### config.mk
export PLATFORM = sky130hd
export DESIGN_NAME = load_size_ctrl
export DESIGN_NICKNAME = d
export VERILOG_FILES = /design/src/rtl/load_size_ctrl.sv
export SDC_FILE = /design/constraint.sdc
export NUM_CORES = 1
export LEC_CHECK = 0
export CORE_MARGIN = 2
export CORE_UTILIZATION = 40
export DETAILED_ROUTE_END_ITERATION = 10
export GPL_TIMING_DRIVEN = 0
export PLACE_DENSITY = 0.72
export SETUP_SLACK_MARGIN = 0.5
export SLEW_MARGIN = 20
export SYNTH_ARGS = -nofsm -noshare
export SYNTH_HDL_FRONTEND = slang
export SYNTH_SLANG_ARGS = --single-unit
### constraint.sdc
create_clock -name clk -period 2 [get_ports clk]
set_input_delay 0.4 -clock clk [delete_from_list [all_inputs] [get_ports clk]]
set_output_delay 0.4 -clock clk [all_outputs]
set_load 0.05 [all_outputs]
### src/rtl/load_size_ctrl.sv
// rtl/load_size_ctrl.sv - sized memory load controller with byte/halfword/word extraction
//
// Purpose: accepts a load request, holds mem_read for MEM_LATENCY cycles, then
// extracts the addressed byte/halfword/word from memory_data_out and extends it
// to 32 bits. Misaligned or illegal-size requests complete immediately with
// load_error and no memory access.
//
// Configuration macro: LOAD_SIGN_EXT_EN
//   defined   - load_signed selects sign (1) or zero (0) extension
//   undefined - all loads zero-extend, load_signed is ignored
//
// Ports:
//   clk               in   system clock, rising edge
//   reset             in   asynchronous active-high reset
//   load_req          in   load request, sampled only when idle
//   load_size_control in   [1:0] 00 byte, 01 halfword, 10 word, 11 illegal
//   addr_low          in   [1:0] byte offset of the load address
//   load_signed       in   1 = sign-extend, 0 = zero-extend
//   memory_data_out   in   [31:0] read data, valid on the last read cycle
//   mem_read          out  memory read strobe
//   load_busy         out  high whenever not idle
//   load_done         out  one-cycle completion pulse
//   load_error        out  one-cycle pulse with load_done on a rejected request
//   load_size_out     out  [31:0] extended load result, held between loads

module load_size_ctrl #(
  parameter int MEM_LATENCY = 2
) (
  input  logic        clk,
  input  logic        reset,
  input  logic        load_req,
  input  logic [1:0]  load_size_control,
  input  logic [1:0]  addr_low,
  input  logic        load_signed,
  input  logic [31:0] memory_data_out,
  output logic        mem_read,
  output logic        load_busy,
  output logic        load_done,
  output logic        load_error,
  output logic [31:0] load_size_out
);

  typedef enum logic [1:0] {
    ST_IDLE = 2'd0,
    ST_READ = 2'd1,
    ST_DONE = 2'd2
  } state_t;

  // Counter value of the final READ cycle
  localparam logic [3:0] LP_LAST = 4'(MEM_LATENCY - 1);

  state_t      r_state;
  logic [3:0]  r_cnt;
  logic [1:0]  r_size;
  logic [1:0]  r_addr;
  logic        r_signed;
  logic        r_mem_read;
  logic        r_busy;
  logic        r_done;
  logic        r_error;
  logic [31:0] r_out;

  logic        w_illegal;
  logic        w_sext_en;
  logic [7:0]  w_byte;
  logic [15:0] w_half;
  logic [31:0] w_ext;

  // Misaligned halfword/word or the reserved size code
  assign w_illegal = (load_size_control == 2'b11) ||
                     ((load_size_control == 2'b01) && addr_low[0]) ||
                     ((load_size_control == 2'b10) && (addr_low != 2'b00));

`ifdef LOAD_SIGN_EXT_EN
  assign w_sext_en = r_signed;
`else
  // Signedness is still latched so the port stays functional-looking, but it
  // has no effect on the result in this build.
  logic w_unused_signed;
  assign w_unused_signed = r_signed;
  assign w_sext_en       = 1'b0;
`endif

  always_comb begin
    w_byte = memory_data_out[7:0];
    case (r_addr)
      2'd0:    w_byte = memory_data_out[7:0];
      2'd1:    w_byte = memory_data_out[15:8];
      2'd2:    w_byte = memory_data_out[23:16];
      default: w_byte = memory_data_out[31:24];
    endcase
    w_half = r_addr[1] ? memory_data_out[31:16] : memory_data_out[15:0];
    case (r_size)
      2'b00:   w_ext = {{24{w_sext_en & w_byte[7]}}, w_byte};
      2'b01:   w_ext = {{16{w_sext_en & w_half[15]}}, w_half};
      default: w_ext = memory_data_out;
    endcase
  end

  always_ff @(posedge clk or posedge reset) begin
    if (reset) begin
      r_state    <= ST_IDLE;
      r_cnt      <= 4'd0;
      r_size     <= 2'b00;
      r_addr     <= 2'b00;
      r_signed   <= 1'b0;
      r_mem_read <= 1'b0;
      r_busy     <= 1'b0;
      r_done     <= 1'b0;
      r_error    <= 1'b0;
      r_out      <= 32'd0;
    end else begin
      // done/error are single-cycle pulses
      r_done  <= 1'b0;
      r_error <= 1'b0;
      case (r_state)
        ST_IDLE: begin
          if (load_req) begin
            r_size   <= load_size_control;
            r_addr   <= addr_low;
            r_signed <= load_signed;
            r_busy   <= 1'b1;
            if (w_illegal) begin
              r_state <= ST_DONE;
              r_done  <= 1'b1;
              r_error <= 1'b1;
            end else begin
              r_state    <= ST_READ;
              r_mem_read <= 1'b1;
              r_cnt      <= 4'd0;
            end
          end
        end
        ST_READ: begin
          if (r_cnt == LP_LAST) begin
            r_state    <= ST_DONE;
            r_mem_read <= 1'b0;
            r_done     <= 1'b1;
            r_out      <= w_ext;
          end else begin
            r_cnt <= r_cnt + 4'd1;
          end
        end
        ST_DONE: begin
          r_state <= ST_IDLE;
          r_busy  <= 1'b0;
        end
        default: begin
          r_state    <= ST_IDLE;
          r_busy     <= 1'b0;
          r_mem_read <= 1'b0;
        end
      endcase
    end
  end

  assign mem_read      = r_mem_read;
  assign load_busy     = r_busy;
  assign load_done     = r_done;
  assign load_error    = r_error;
  assign load_size_out = r_out;

endmodule

Word-level counts from Yosys, hierarchy flattened
Cells that the tools add are included.

storage, ports and cells
  word-level logic and storage cells = 62
  flip-flop bits (word level) = 46
  output and inout bits = 36
  input bits = 40

operators by class
  add/sub/neg operators = 1
  reduce and logical (&&, ||, !) cells = 15
  mux-type cells = 22
  bitwise logic cells = 2
  equal/unequal tests = 13

operator list
  operator             count
  $pmux 32 s2          1
  $pmux 8 s3           1
  $mux 16              1
  $mux 4               3
  $eq 2x1->1 const B   4
  $eq 2x2->1 const B   4
  $mux 1               8
  $ne 2x2->1 const B   4
  $pmux 4 s2           1
  $reduce_and 2->1     4
  $reduce_and 4->1     2
  $logic_not 2->1      3
  $mux 2               3
  $add 4x1->4 const B  1
  $eq 4x1->1 const B   1
  $pmux 1 s2           2
  $pmux 2 s2           1
  $reduce_bool 2->1    2
  $pmux 1 s3           1
  $logic_and 1x1->1    2
  $logic_or 1x1->1     2
  $not 1->1            2

Longest topological paths before layout
  word-level depth = 7
  gate-level depth with buffers = 8
  mapped depth without buffers = 6

Worst setup path after synthesis
No wires, ideal clock.

  kind = register -> register
  from = reg r_cnt[1]
  to = reg r_out[0] (netlist: load_size_out[0])
  setup slack = 0.470 ns
  data required time = 1.890 ns
  path buffers = 2
  cell stages (with the launch flop) = 8
  library setup time = 0.110 ns
  data arrival time = 1.419 ns
  period minus slack after synthesis = 1.530 ns
  path through = dfrtp_1 -> inv_1 -> ha_1 -> nor3b_4 -> nand2_2 -> buf_6 -> buf_6 -> o41ai_1

on the way
  longest elaborated chain between the ends = 2

ends and longest elaborated chain
  element                            RTL line  RTL
  start: declaration                 53        logic [3:0] r_cnt;
  start signal: assignment           141       r_cnt <= r_cnt + 4'd1;
  $eq 4x1->1                         135       if (r_cnt == LP_LAST) begin
  $reduce_and 2->1 (no source line)  -
  end signal: assignment             139       r_out <= w_ext;
  end: declaration                   61        logic [31:0] r_out;

No other way between the ends.
A chain may end at the register's enable or synchronous reset.

Worst setup path after layout
  from = reg r_size[0]
  to = reg r_out[5] (netlist: load_size_out[5])

on the way
  longest elaborated chain between the ends = 2
  elaborated cells between the ends (all ways) = 3
  classes of those cells = eq/ne: 1; mux: 1; reduce/logical: 1

ends and longest elaborated chain
  element                                        RTL line  RTL
  start: declaration                             54        logic [1:0] r_size;
  start signal: assignment                       119       r_size <= load_size_control;
  $eq 2x1->1 or $logic_not 2->1 (tied branches)  93        case (r_size)
  $pmux 32 s2 *                                  93

Every way passes the cells marked *; elsewhere a longest branch is shown, timed or not.

==> results.txt <==
- In this run the count of I/O pins placed on the die edge is 76.
* Maximum number of pins on one net before global-route repair: 25
* Number of global-route vias before repair: 2052
- Final Setup Violations: 0
- Final hold violation count: 0
- N_diodes: 0
- From synthesis to final layout, the design area changed by 51.6%.
* Wire length of the first global-routing pass: 10100 um
- Timing would allow up to 663 MHz.
- In the final routed layout, each cell accounts on average for roughly 16 um.
- The worst path needs 1.51 ns of the cycle, external delays included.
- Unrepaired setup endpoints after global routing: yes
- Of all cell types, the one taking the most synthesized area is dfrtp_1.
- The final layout contains 389 nets.
* Synthesized area per cell: approximately 9.1 um^2
- The total overflow left after global routing is 0.
- Initial standard-cell utilization of the core: 0.418
* Kind of capture point of the worst setup path: flop
- STA puts the critical path data arrival time at 1.70 ns.
- For this design the ratio of total power to cell area is 1680 nW/um^2.
- Total global routing track utilization: 0.204
- Post-detailed-routing wire length: about 6500 um
* Vias per inst: 5.25
- Counting every net in the synthesized netlist gives 297.
- Maximum level of the CTS H-tree: 2
- The clock drives 46 sinks.
- Period utilisation layout: 0.754
* Drt drc: 0
* Result of the run: complete, no violations
- Synthesis instantiated 36 different standard cells from the library.
- For the pin with the worst max-slew slack, the measured transition is 0.546 ns.
- In the final layout, the share of cells above drive strength 1 is 0.261.
* Via count: 2205
* Final Max Slew Viols: 0
- Syn Inst Count: 255
* Detail Route Antenna Nets: 0
- Flip-flop and latch count after synthesis: 46
- Met3 demand-to-capacity share in global routing: 0.0483
* CP Launch Type: flop
* Top_reg_cell synth: dfrtp_1
- By startpoint and endpoint, the worst setup path is classified as flop to flop.
- The share of synthesized area in the top cell type comes to 0.494.
* Top cells by area in the synthesized netlist: dfrtp_1, nand2_1, o21ai_0, a22o_1, a21oi_1
- In this run the static leakage power is 1.60 nW.
* Most instantiated library cell after synthesis: nand2_1
- For the worst-skew pair, the clock arrives at the later sink with an insertion delay of 0.30 ns.
* Antenna violations before repair: 0
- TritonCTS built the clock tree.
- During synthesis, Yosys emitted a total of 0 warnings.
* DR pass1 iterations: 4
* Top cell types by occurrence after synthesis: nand2_1, dfrtp_1, o21ai_0
- Worst Slack Setup Final: 0.493 ns
- For this run, asynchronously set or reset flops after synthesis account for 1.00.
- After the first detailed-routing iteration, the DRC count stood at 142.
* GRT Max-Usage Layer: met2
- On the final layout, the worst clock skew is just under 0.005 ns.
- The floorplan has 27 rows.
* Cell area after synthesis: 2330 um^2
* Global routing usage on met2: 0.339
* Half-perimeter wire length after detailed placement: between 4000 and 5000 um
- No sink is reached through more buffers than the 2 on the longest clock path.
- Before CTS, the worst setup slack after placement is -0.0841 ns.
- Area of the placeable core: 5570 um^2
* Clock buffer count from CTS: 5
* Part of the Yosys area used for sequential elements: 0.494
* Die Span Y: 80.3 um
- In the global route stage, met1 resource usage came out at 0.267.
* Routability congestion estimate: 0.883
* Post-CTS clock slew at the launch and capture registers of the worst setup and hold paths: 0.09 ns
- Master cell of the clock root buffer: clkbuf_8
- Path class of the lowest-slack min-delay path: input pin to async pin
- Yosys mapped a number of flops with a built-in enable equal to 0.
- The die covers 6450 um^2.
* Maximum ir drop on the vdd rail: 942 uV
- The die is 80.3 um wide.
* CP required: 2.20 ns
- Number of port buffers: 74
- Of all nets on the critical path, the largest fanout is 6.
- In this run the tightest slew margin relative to its limit is 0.635.
- Total of max-cap violations: 0
* Core occupancy in the finished layout: 0.633
==> area by class of cell <==
type / instances / area (um^2)
Clock buffer: 5 / 68.8
Clock inverter: 3 / 40.0
Buffer: 18 / 153
Timing Repair Buffer: 85 / 888
Sequential cell: 46 / 1150
Multi-Input combinational cell: 176 / 1080
Fill cell: 485 / 2040
Tap cell: 72 / 90.1
Inverter: 15 / 57.6
==> worst paths after layout <==
kind | endpoint | slack [ns] | from | cells after the start
setup / recovery | load_size_out[5]$_DFFE_PP0P_ | 0.49 | r_size[0]$_DFFE_PP0P_ | 7
hold / removal | load_size_out[21]$_DFFE_PP0P_ | 0.46 | reset | 2
setup reg to reg | load_size_out[5]$_DFFE_PP0P_ | 0.49 | r_size[0]$_DFFE_PP0P_ | 7
hold reg to reg | load_size_out[25]$_DFFE_PP0P_ | 0.48 | load_size_out[25]$_DFFE_PP0P_ | 2
max in group asynchronous | r_addr[1]$_DFFE_PP0P_ | 1.03 | reset | 3
min in group clk | load_size_out[25]$_DFFE_PP0P_ | 0.48 | load_size_out[25]$_DFFE_PP0P_ | 2
==> what timing repair did <==
action	in CTS	in global routing
hold buffers	0	0
resized for setup	126	24
setup buffers	7	3
pin swaps	3	1
cloned	0	0
endpoints found under the setup margin	76	34
==> layout by cell type (no fill, tap or decap), drive strengths merged <==
cell            n
a2111oi         1
a21boi          1
a21o            2
a21oi          15
a221oi          1
a22o           13
a22oi           8
and2b           1
and3            1
buf            22
bufinv          1
clkbuf         12
clkdlybuf4s15  36
clkdlybuf4s50  38
clkinv          3
dfrtp          46
ha              2
inv            14
mux2            3
mux2i           7
nand2          52
nand2b          8
nand3           3
nand3b          1
nor2            7
nor2b           3
nor3            3
nor3b           2
o21ai          32
o22ai           7
o311ai          1
o41ai           1
or3             1
==> metal layers <==
metal,vias to the layer above,part of all wire,wire (um)
met2,83,0.48,3160
met5,-,0,0
met4,0,0.012,78
li1,1068,-,-
met3,6,0.060,391
met1,1048,0.44,2900
==> flip-flops by register name (all words and copies together) (netlist names) <==
| name | cells |
|---|---|
| load_size_out | 32 |
| r_cnt | 4 |
| r_addr | 2 |
| r_size | 2 |
| r_state | 2 |
| load_busy | 1 |
| load_done | 1 |
| load_error | 1 |
| mem_read | 1 |
==> cell families after synthesis <==
group,after synthesis,share of synthesized area
buffers and inverters,33,0.0672
AND/OR/NAND/NOR,82,0.164
AO/OA/AOI/OAI,82,0.219
flip-flops,46,0.494
adder cells (fa/ha/maj),2,0.0107
multiplexers,10,0.0446
==> where the power goes <==
group,switching (mW),internal (mW),leakage [nW]
Combinational,2.27,1.37,0.964
Clock,0.317,0.368,0.0579
Sequential,0.268,1.34,0.575
==> stage by stage <==
step                hold WS [ns]  power, mW  cells  area, um^2  TNS, ns
floorplan                  0.482       3.91    255        2340        0
global placement           0.463       4.94    401        3170   -18.81
detailed placement         0.470       4.99    402        3190   -0.172
CTS                        0.480       5.76    417        3450        0
global route               0.504       6.28    420        3530        0
finish                     0.463       5.92    420        3530        0
==> critical path, cell delays in order, from the launching register on <==
cell and delay [ns]:
dfrtp_1 0.40, buf_6 0.13, nand2b_4 0.13, clkbuf_8 0.15, buf_4 0.13, a21oi_1 0.16
o22ai_1 0.12, a22o_1 0.18
Note: power is estimated with default switching activity, not from simulation.
